### src/rtl/led_pattern_sequencer.sv
// LED output-register controller: CPU direct writes arbitrated against a
// stepping pattern sequencer (loop or one-shot) with a programmable period.
module led_pattern_sequencer #(
    parameter int DATA_W = 16,
    parameter int DEPTH  = 4,
    parameter int PER_W  = 24
) (
    input  logic              clk,
    input  logic              rst_n,
    input  logic [3:0]        addr,
    input  logic [31:0]       WD,
    input  logic              WE,
    output logic [31:0]       RD,
    output logic [DATA_W-1:0] out_wd,
    output logic              out_we,
    output logic              busy
);
    localparam int             IDX_W   = $clog2(DEPTH);
    localparam logic [2:0]     LEN_MAX = 3'(DEPTH - 1);
    localparam logic [4:0]     PAT_END = 5'(4 + DEPTH);

    typedef enum logic {IDLE, RUN} state_t;

    state_t                        state, state_nx;
    logic                          en, oneshot, done;
    logic [2:0]                    len_m1;
    logic [PER_W-1:0]              period, cnt, per_m1;
    logic [DEPTH-1:0][DATA_W-1:0]  pat;
    logic [IDX_W-1:0]              idx;

    logic       ctrl_wr, per_wr, dir_wr, pat_wr, pat_hit;
    logic [3:0] pat_off;
    logic [2:0] len_sat;
    logic       last, seq_emit, finish;
    logic       unused_wd;

    assign unused_wd = ^WD;

    // Bus decode
    assign ctrl_wr = WE && (addr == 4'd0);
    assign per_wr  = WE && (addr == 4'd1);
    assign dir_wr  = WE && (addr == 4'd2);
    assign pat_hit = ({1'b0, addr} >= 5'd4) && ({1'b0, addr} < PAT_END);
    assign pat_wr  = WE && pat_hit;
    assign pat_off = addr - 4'd4;

    assign len_sat = (WD[4:2] > LEN_MAX) ? LEN_MAX : WD[4:2];
    assign last    = (idx == len_m1[IDX_W-1:0]);
    // A period of 0 behaves as 1, so the reload value bottoms out at 0
    assign per_m1  = (period == '0) ? '0 : period - PER_W'(1);
    assign busy    = (state == RUN);

    always_ff @(posedge clk or negedge rst_n) begin
        if (!rst_n) state <= IDLE;
        else        state <= state_nx;
    end

    // A CPU write to DIRECT or CTRL pre-empts the sequencer's emit for that cycle
    always_comb begin
        state_nx = state;
        seq_emit = 1'b0;
        finish   = 1'b0;
        case (state)
            IDLE: begin
                if (ctrl_wr && WD[0]) state_nx = RUN;
            end
            RUN: begin
                if (ctrl_wr) begin
                    state_nx = WD[0] ? RUN : IDLE;
                end else if (cnt == '0 && !dir_wr) begin
                    seq_emit = 1'b1;
                    if (last && oneshot) begin
                        finish   = 1'b1;
                        state_nx = IDLE;
                    end
                end
            end
            default: state_nx = IDLE;
        endcase
    end

    // Control/status; one-shot completion drops EN and ONESHOT and raises DONE
    always_ff @(posedge clk or negedge rst_n) begin
        if (!rst_n) begin
            en      <= 1'b0;
            oneshot <= 1'b0;
            done    <= 1'b0;
            len_m1  <= '0;
        end else if (ctrl_wr) begin
            en      <= WD[0];
            oneshot <= WD[1];
            len_m1  <= len_sat;
            done    <= 1'b0;
        end else if (finish) begin
            en      <= 1'b0;
            oneshot <= 1'b0;
            done    <= 1'b1;
        end
    end

    always_ff @(posedge clk or negedge rst_n) begin
        if (!rst_n) begin
            period <= '0;
            pat    <= '0;
        end else begin
            if (per_wr) period <= WD[PER_W-1:0];
            if (pat_wr) pat[pat_off[IDX_W-1:0]] <= WD[DATA_W-1:0];
        end
    end

    // Step pointer and countdown; a held emit leaves both untouched
    always_ff @(posedge clk or negedge rst_n) begin
        if (!rst_n) begin
            idx <= '0;
            cnt <= '0;
        end else if (ctrl_wr) begin
            idx <= '0;
            cnt <= '0;
        end else if (seq_emit) begin
            cnt <= per_m1;
            idx <= last ? '0 : idx + IDX_W'(1);
        end else if (state == RUN && cnt != '0) begin
            cnt <= cnt - PER_W'(1);
        end
    end

    always_ff @(posedge clk or negedge rst_n) begin
        if (!rst_n) begin
            out_we <= 1'b0;
            out_wd <= '0;
        end else begin
            out_we <= dir_wr | seq_emit;
            if (dir_wr)        out_wd <= WD[DATA_W-1:0];
            else if (seq_emit) out_wd <= pat[idx];
        end
    end

    always_comb begin
        RD = '0;
        if (addr == 4'd0) begin
            RD = {22'b0, done, busy, 3'b0, len_m1, oneshot, en};
        end else if (addr == 4'd1) begin
            RD[PER_W-1:0] = period;
        end else if (pat_hit) begin
            RD[DATA_W-1:0] = pat[pat_off[IDX_W-1:0]];
        end
    end
endmodule
### config.mk
export PLATFORM = sky130hd
export DESIGN_NAME = led_pattern_sequencer
export DESIGN_NICKNAME = d
export VERILOG_FILES = /design/src/rtl/led_pattern_sequencer.sv
export SDC_FILE = /design/constraint.sdc
export NUM_CORES = 1
export LEC_CHECK = 0
export BUFFER_PORTS_ARGS = -buffer_cell sky130_fd_sc_hd__buf_2
export CORE_MARGIN = 3
export CORE_UTILIZATION = 41
export CTS_BUF_LIST = sky130_fd_sc_hd__clkbuf_8 sky130_fd_sc_hd__clkbuf_16
export DETAILED_ROUTE_END_ITERATION = 12
export GPL_TIMING_DRIVEN = 0
export MAX_ROUTING_LAYER = met4
export PLACE_DENSITY = 0.62
export SKIP_CTS_REPAIR_TIMING = 1
export SYNTH_ARGS = -nofsm -noshare
export SYNTH_HDL_FRONTEND = slang
export SYNTH_SLANG_ARGS = --single-unit
export TNS_END_PERCENT = 100
### constraint.sdc
create_clock -name clk -period 7.4 [get_ports clk]
set_input_delay 1.48 -clock clk [delete_from_list [all_inputs] [get_ports clk]]
set_output_delay 1.48 -clock clk [all_outputs]
set_load 0.1 [all_outputs]
# After elaboration in Yosys (flattened, before gate mapping)
# Cells that the tools add are included.
[op_classes]
mux = 39
n_bitwise = 2
reduce_logical = 19
eq_ne = 3
order_cmp = 6
n_addsub = 4
[ops]
columns = ["cell", "n"]
rows = [
  ["2-to-1 mux 24 bit", 5],
  ["2-to-1 mux 16 bit", 7],
  ["binary-select mux 16 bit (select 2 bit)", 2],
  ["bitwise mux 64 bit", 1],
  ["logical NOT 24 bit", 2],
  ["subtractor 24 x 1 -> 24 bit, second input constant", 2],
  ["demux 16 bit (select 2 bit)", 1],
  ["nonzero test 24 bit", 1],
  ["2-to-1 mux 1 bit", 17],
  ["logical AND 1 bit", 10],
  ["2-to-1 mux 8 bit", 1],
  ["< comparator 2 x 3 -> 1 bit, second input constant", 2],
  ["2-to-1 mux 2 bit", 3],
  ["nonzero test 2 bit", 3],
  ["== test 4 x 1 -> 1 bit, second input constant", 1],
  ["== test 4 x 2 -> 1 bit, second input constant", 1],
  [">= comparator 4 x 3 -> 1 bit, second input constant", 1],
  ["logical NOT 4 bit", 1],
  ["< comparator 4 bit, second input constant", 1],
  ["> comparator 3 x 2 -> 1 bit, second input constant", 1],
  ["2-to-1 mux 3 bit", 1],
  ["nonzero test 3 bit", 1],
  ["adder 2 x 1 -> 2 bit, second input constant", 1],
  ["== test 2 bit", 1],
  ["6 further kinds", 6],
]
[totals]
regBits = 138
inputBits = 39

# Logic depth before layout (Yosys ltp)
[logic_depth]
depth_word = 9
ltp_mapped = 10
mapped_depth_nobuf = 8

# Worst setup path before layout
# Ideal clock, no wire load.
[synth_timing]
path_kind = "input port to output port"
start = "in addr[0]"
end = "out RD[10]"
stages = 4
arrival_ns = 3.357
path_slack_ns = 2.563
cell_sequence = "buf_2 > buf_1 > mux4_2 > a22o_1"
[synth_via]
elab_chain_len = 6
word_cells_on_any_way = 11
classes_between = "1 x add/sub; 2 x order compare; 1 x eq/ne; 5 x mux; 2 x reduce/logical"
[synth_lines]
columns = ["item", "line", "source"]
rows = [
  ["start: declaration", "10", "input logic [3:0] addr,"],
  ["subtractor 2 x 1 -> 2 bit", "45", "assign pat_off = addr - 4'd4;"],
  ["binary-select mux 16 bit (select 2 bit)", "145", "RD[DATA_W-1:0] = pat[pat_off[IDX_W-1:0]];"],
  ["2-to-1 mux 16 bit (not written as such)", "145", ""],
  ["2-to-1 mux 16 bit", "144", "end else if (pat_hit) begin"],
  ["2-to-1 mux 16 bit", "142", "end else if (addr == 4'd1) begin"],
  ["2-to-1 mux 24 bit (*)", "140", "if (addr == 4'd0) begin"],
  ["end: declaration", "13", "output logic [31:0] RD,"],
]
# Every way passes the cells marked *; elsewhere a longest branch is shown, timed or not. The select of a mux whose other input is x is not followed.

# Worst setup path after layout
[layout_timing]
start = "in addr[0]"
end = "out RD[15]"
# Same word-level chain as after synthesis.

==> metrics.txt <==
Die W=142.9 um; area grow syn2layout=17.22%; post-synthesis cell count=just under 700; largest net degree at the start of global routing=102; detailed-placement wirelength estimate=16260 um; fin crit share=73.13%; FFs w/ async S/R, synth=100.0%; Max H-tree Level=4; Slowest cell on crit path=buf_1; area leader, netlist=dfrtp_1; worst slew pin tran=1.053 ns; Top Ports=between 80 and 90; top-count cell post-synth=dfrtp_1; Setup CP Type=input port to primary output; r2r startpoint=cnt[22]; CP delay by family, top=buffers and inverters; fillers=1606; Max Cap Viol=0; fmax=roughly 180 MHz; CP peak stage delay=0.74 ns; GPL Wtd Cong=0.9854; peak supply drop=0.0002960 V; final hold viol count=0; Slew Viols, Final=0; post-synthesis sequential area ratio=44.95%; first-pass GRT wire length=35790 um; final wirelength=22670 um; Core Area=18210 sq um; CTS buffer count=17; row count=slightly below 50; Main synth FF type=dfrtp_1; area of the multi-input gates=a little under 4000 sq um; CTS Sinks=138; Ant. Diodes=0; TritonRoute pass-1 iters=5; nets=824; power density over cell area=354.4 nW/um^2; #FFs+latches synth=about 140; nature of the critical path startpoint=input port; CTS tree=built; Die ar.=20420 sq um; CP startpoint=addr[0]; vias per cell=roughly 6; flip-flop and latch area=3453 sq um; CP Data Required Time=5.92 ns; setup_tns=0 ns; Crit. End Element=primary output; post-route antenna net violation count=0; CP cell instances=buf_2, buf_2, buf_1, mux4_2, a22o_1, buf_2; Area contributors post-synth=dfrtp_1, mux2_2, mux4_2; DRC=0; initial antenna violation count=0; r2r setup slk=4.04 ns; total number of vias=between 6000 and 7000; RSZ-0062 raised after global routing=false; CP Max Fanout=10; die height=142.9 um; Leak=3.952 nW; Initial Util=42.19%; CTS clk-pin slew, worst paths=roughly 0.070 ns; Cell Area, Synth=a little under 8000 sq um; Crit path top cell by count=buf_2; max_slew headroom=just under 30%; layout cells sized above 1=32.37%; GRT Util Overall=23.69%; Final Non-Filler Cells=1023; Yosys Warn Count=0; fin crit period=5.411 ns; Worst EP arrival=3.93 ns; Post-synth EDFFs=0; vias in the first global route=between 6000 and 7000; Fin Clk Skew=0.01193 ns; Synth top area share=44.95%; CTS Buffer Depth=2; Hold WS=around 0.46 ns; # setup viols final=0; cell count after placement=about 1000; Root Driver=clkbuf_16; post-synthesis area per instance=between 10 and 15 sq um; clk_lat worst skew=0.43 ns; synth unique cells=64; Tightest Hold Check Type=register to register; wire per inst=22.16 um; HP Start=out_wd[5]; Initial DRC Count=455; synth cell count leaders=dfrtp_1, mux2_2, nand2_1, nor2_1, mux4_2; status=finished clean; grt total ovfl=0; CP Buf/Inv Count=4; port bufs=72
routing by layer:
layer | share of wire, % | vias up | track usage [%]
met2 | 50 | 212 | 38.03
met1 | 42 | 3115 | 29.63
met3 | 5.4 | 37 | 5.760
met5 | 0 | - | -
li1 | - | 2749 | -
met4 | 2.4 | 0 | 7.804
report_power, final:
part | switching (mW) | leakage [nW] | internal [mW] | total [mW]
clock network | 0.372 | 0.295 | 0.522 | 0.894
logic | 0.794 | 1.92 | 0.393 | 1.19
registers | 0.171 | 1.73 | 0.939 | 1.11
total | 1.34 | 3.95 | 1.85 | 3.19
tightest hold or removal path, delay by kind of cell, from the launching register on:
family        cells  cell delay, ns
simple gates      2            0.10
flops             1            0.34
placed cells by master (no fill, tap or decap), drive strengths merged, types with 11 or more instances in the layout:
| cell | synthesis | routed |
|---|---|---|
| nand2 | 60 | 60 |
| mux4 | 32 | 32 |
| nor4 | 11 | 11 |
| a22oi | 16 | 16 |
| nand3 | 21 | 21 |
| xnor2 | 14 | 14 |
| a21oi | 15 | 15 |
| buf | 19 | 92 |
| nor2 | 39 | 39 |
| or3 | 11 | 11 |
| clkbuf | 25 | 43 |
| dfrtp | 138 | 138 |
| mux2 | 88 | 88 |
| inv | 15 | 24 |
| o21ai | 27 | 27 |
| nor3 | 25 | 25 |
state kept, by name, summed over array words and instances (netlist names):
signal,cells
period,24
en,1
busy,1
out_wd,16
cnt,24
oneshot,1
out_we,1
len_m1,3
idx,2
done,1
pat,64
cell type report:
class	count	share of cell area, %
Buffer	44	2.459
Clock buffer	18	4.877
Clock inverter	14	1.959
Inverter	15	0.6253
Multi-Input combinational cell	492	44.17
Sequential cell	138	38.35
Tap cell	229	3.182
Timing Repair Buffer	73	4.377
kinds of logic after synthesis:
| logic type | Yosys count | share of synthesized area [%] |
|---|---|---|
| adder cells (fa/ha/maj) | 4 | 0.6515 |
| flip-flops | 138 | 44.95 |
| other | 1 | 0.04881 |
| buffers and inverters | 59 | 3.616 |
| AO/OA/AOI/OAI | 115 | 10.60 |
| AND/OR/NAND/NOR | 220 | 14.97 |
| XOR/XNOR | 23 | 2.622 |
| multiplexers | 122 | 22.54 |
final timing paths:
check | cells past startpoint | end
hold reg to reg | 2 | out_wd[5]
min in group asynchronous | 1 | cnt[8]
setup / recovery | 6 | RD[15]
hold / removal | 2 | out_wd[5]
setup reg to reg | 6 | cnt[7]
max in group asynchronous | 2 | period[0]
per-stage QoR:
stage	utilization, %	area (sq um)	setup WS, ns	power [mW]
5_1_grt	49.45	9005	1.858	3.347
3_5_place_dp	46.07	8389	1.971	2.303
4_1_cts	49.45	9005	1.966	3.209
2_1_floorplan	-	7709	2.563	2.013
6_report	49.45	9005	1.989	3.191
3_3_place_gp	45.89	8356	1.970	2.270
No activity file was read; power rests on OpenSTA's default activity.
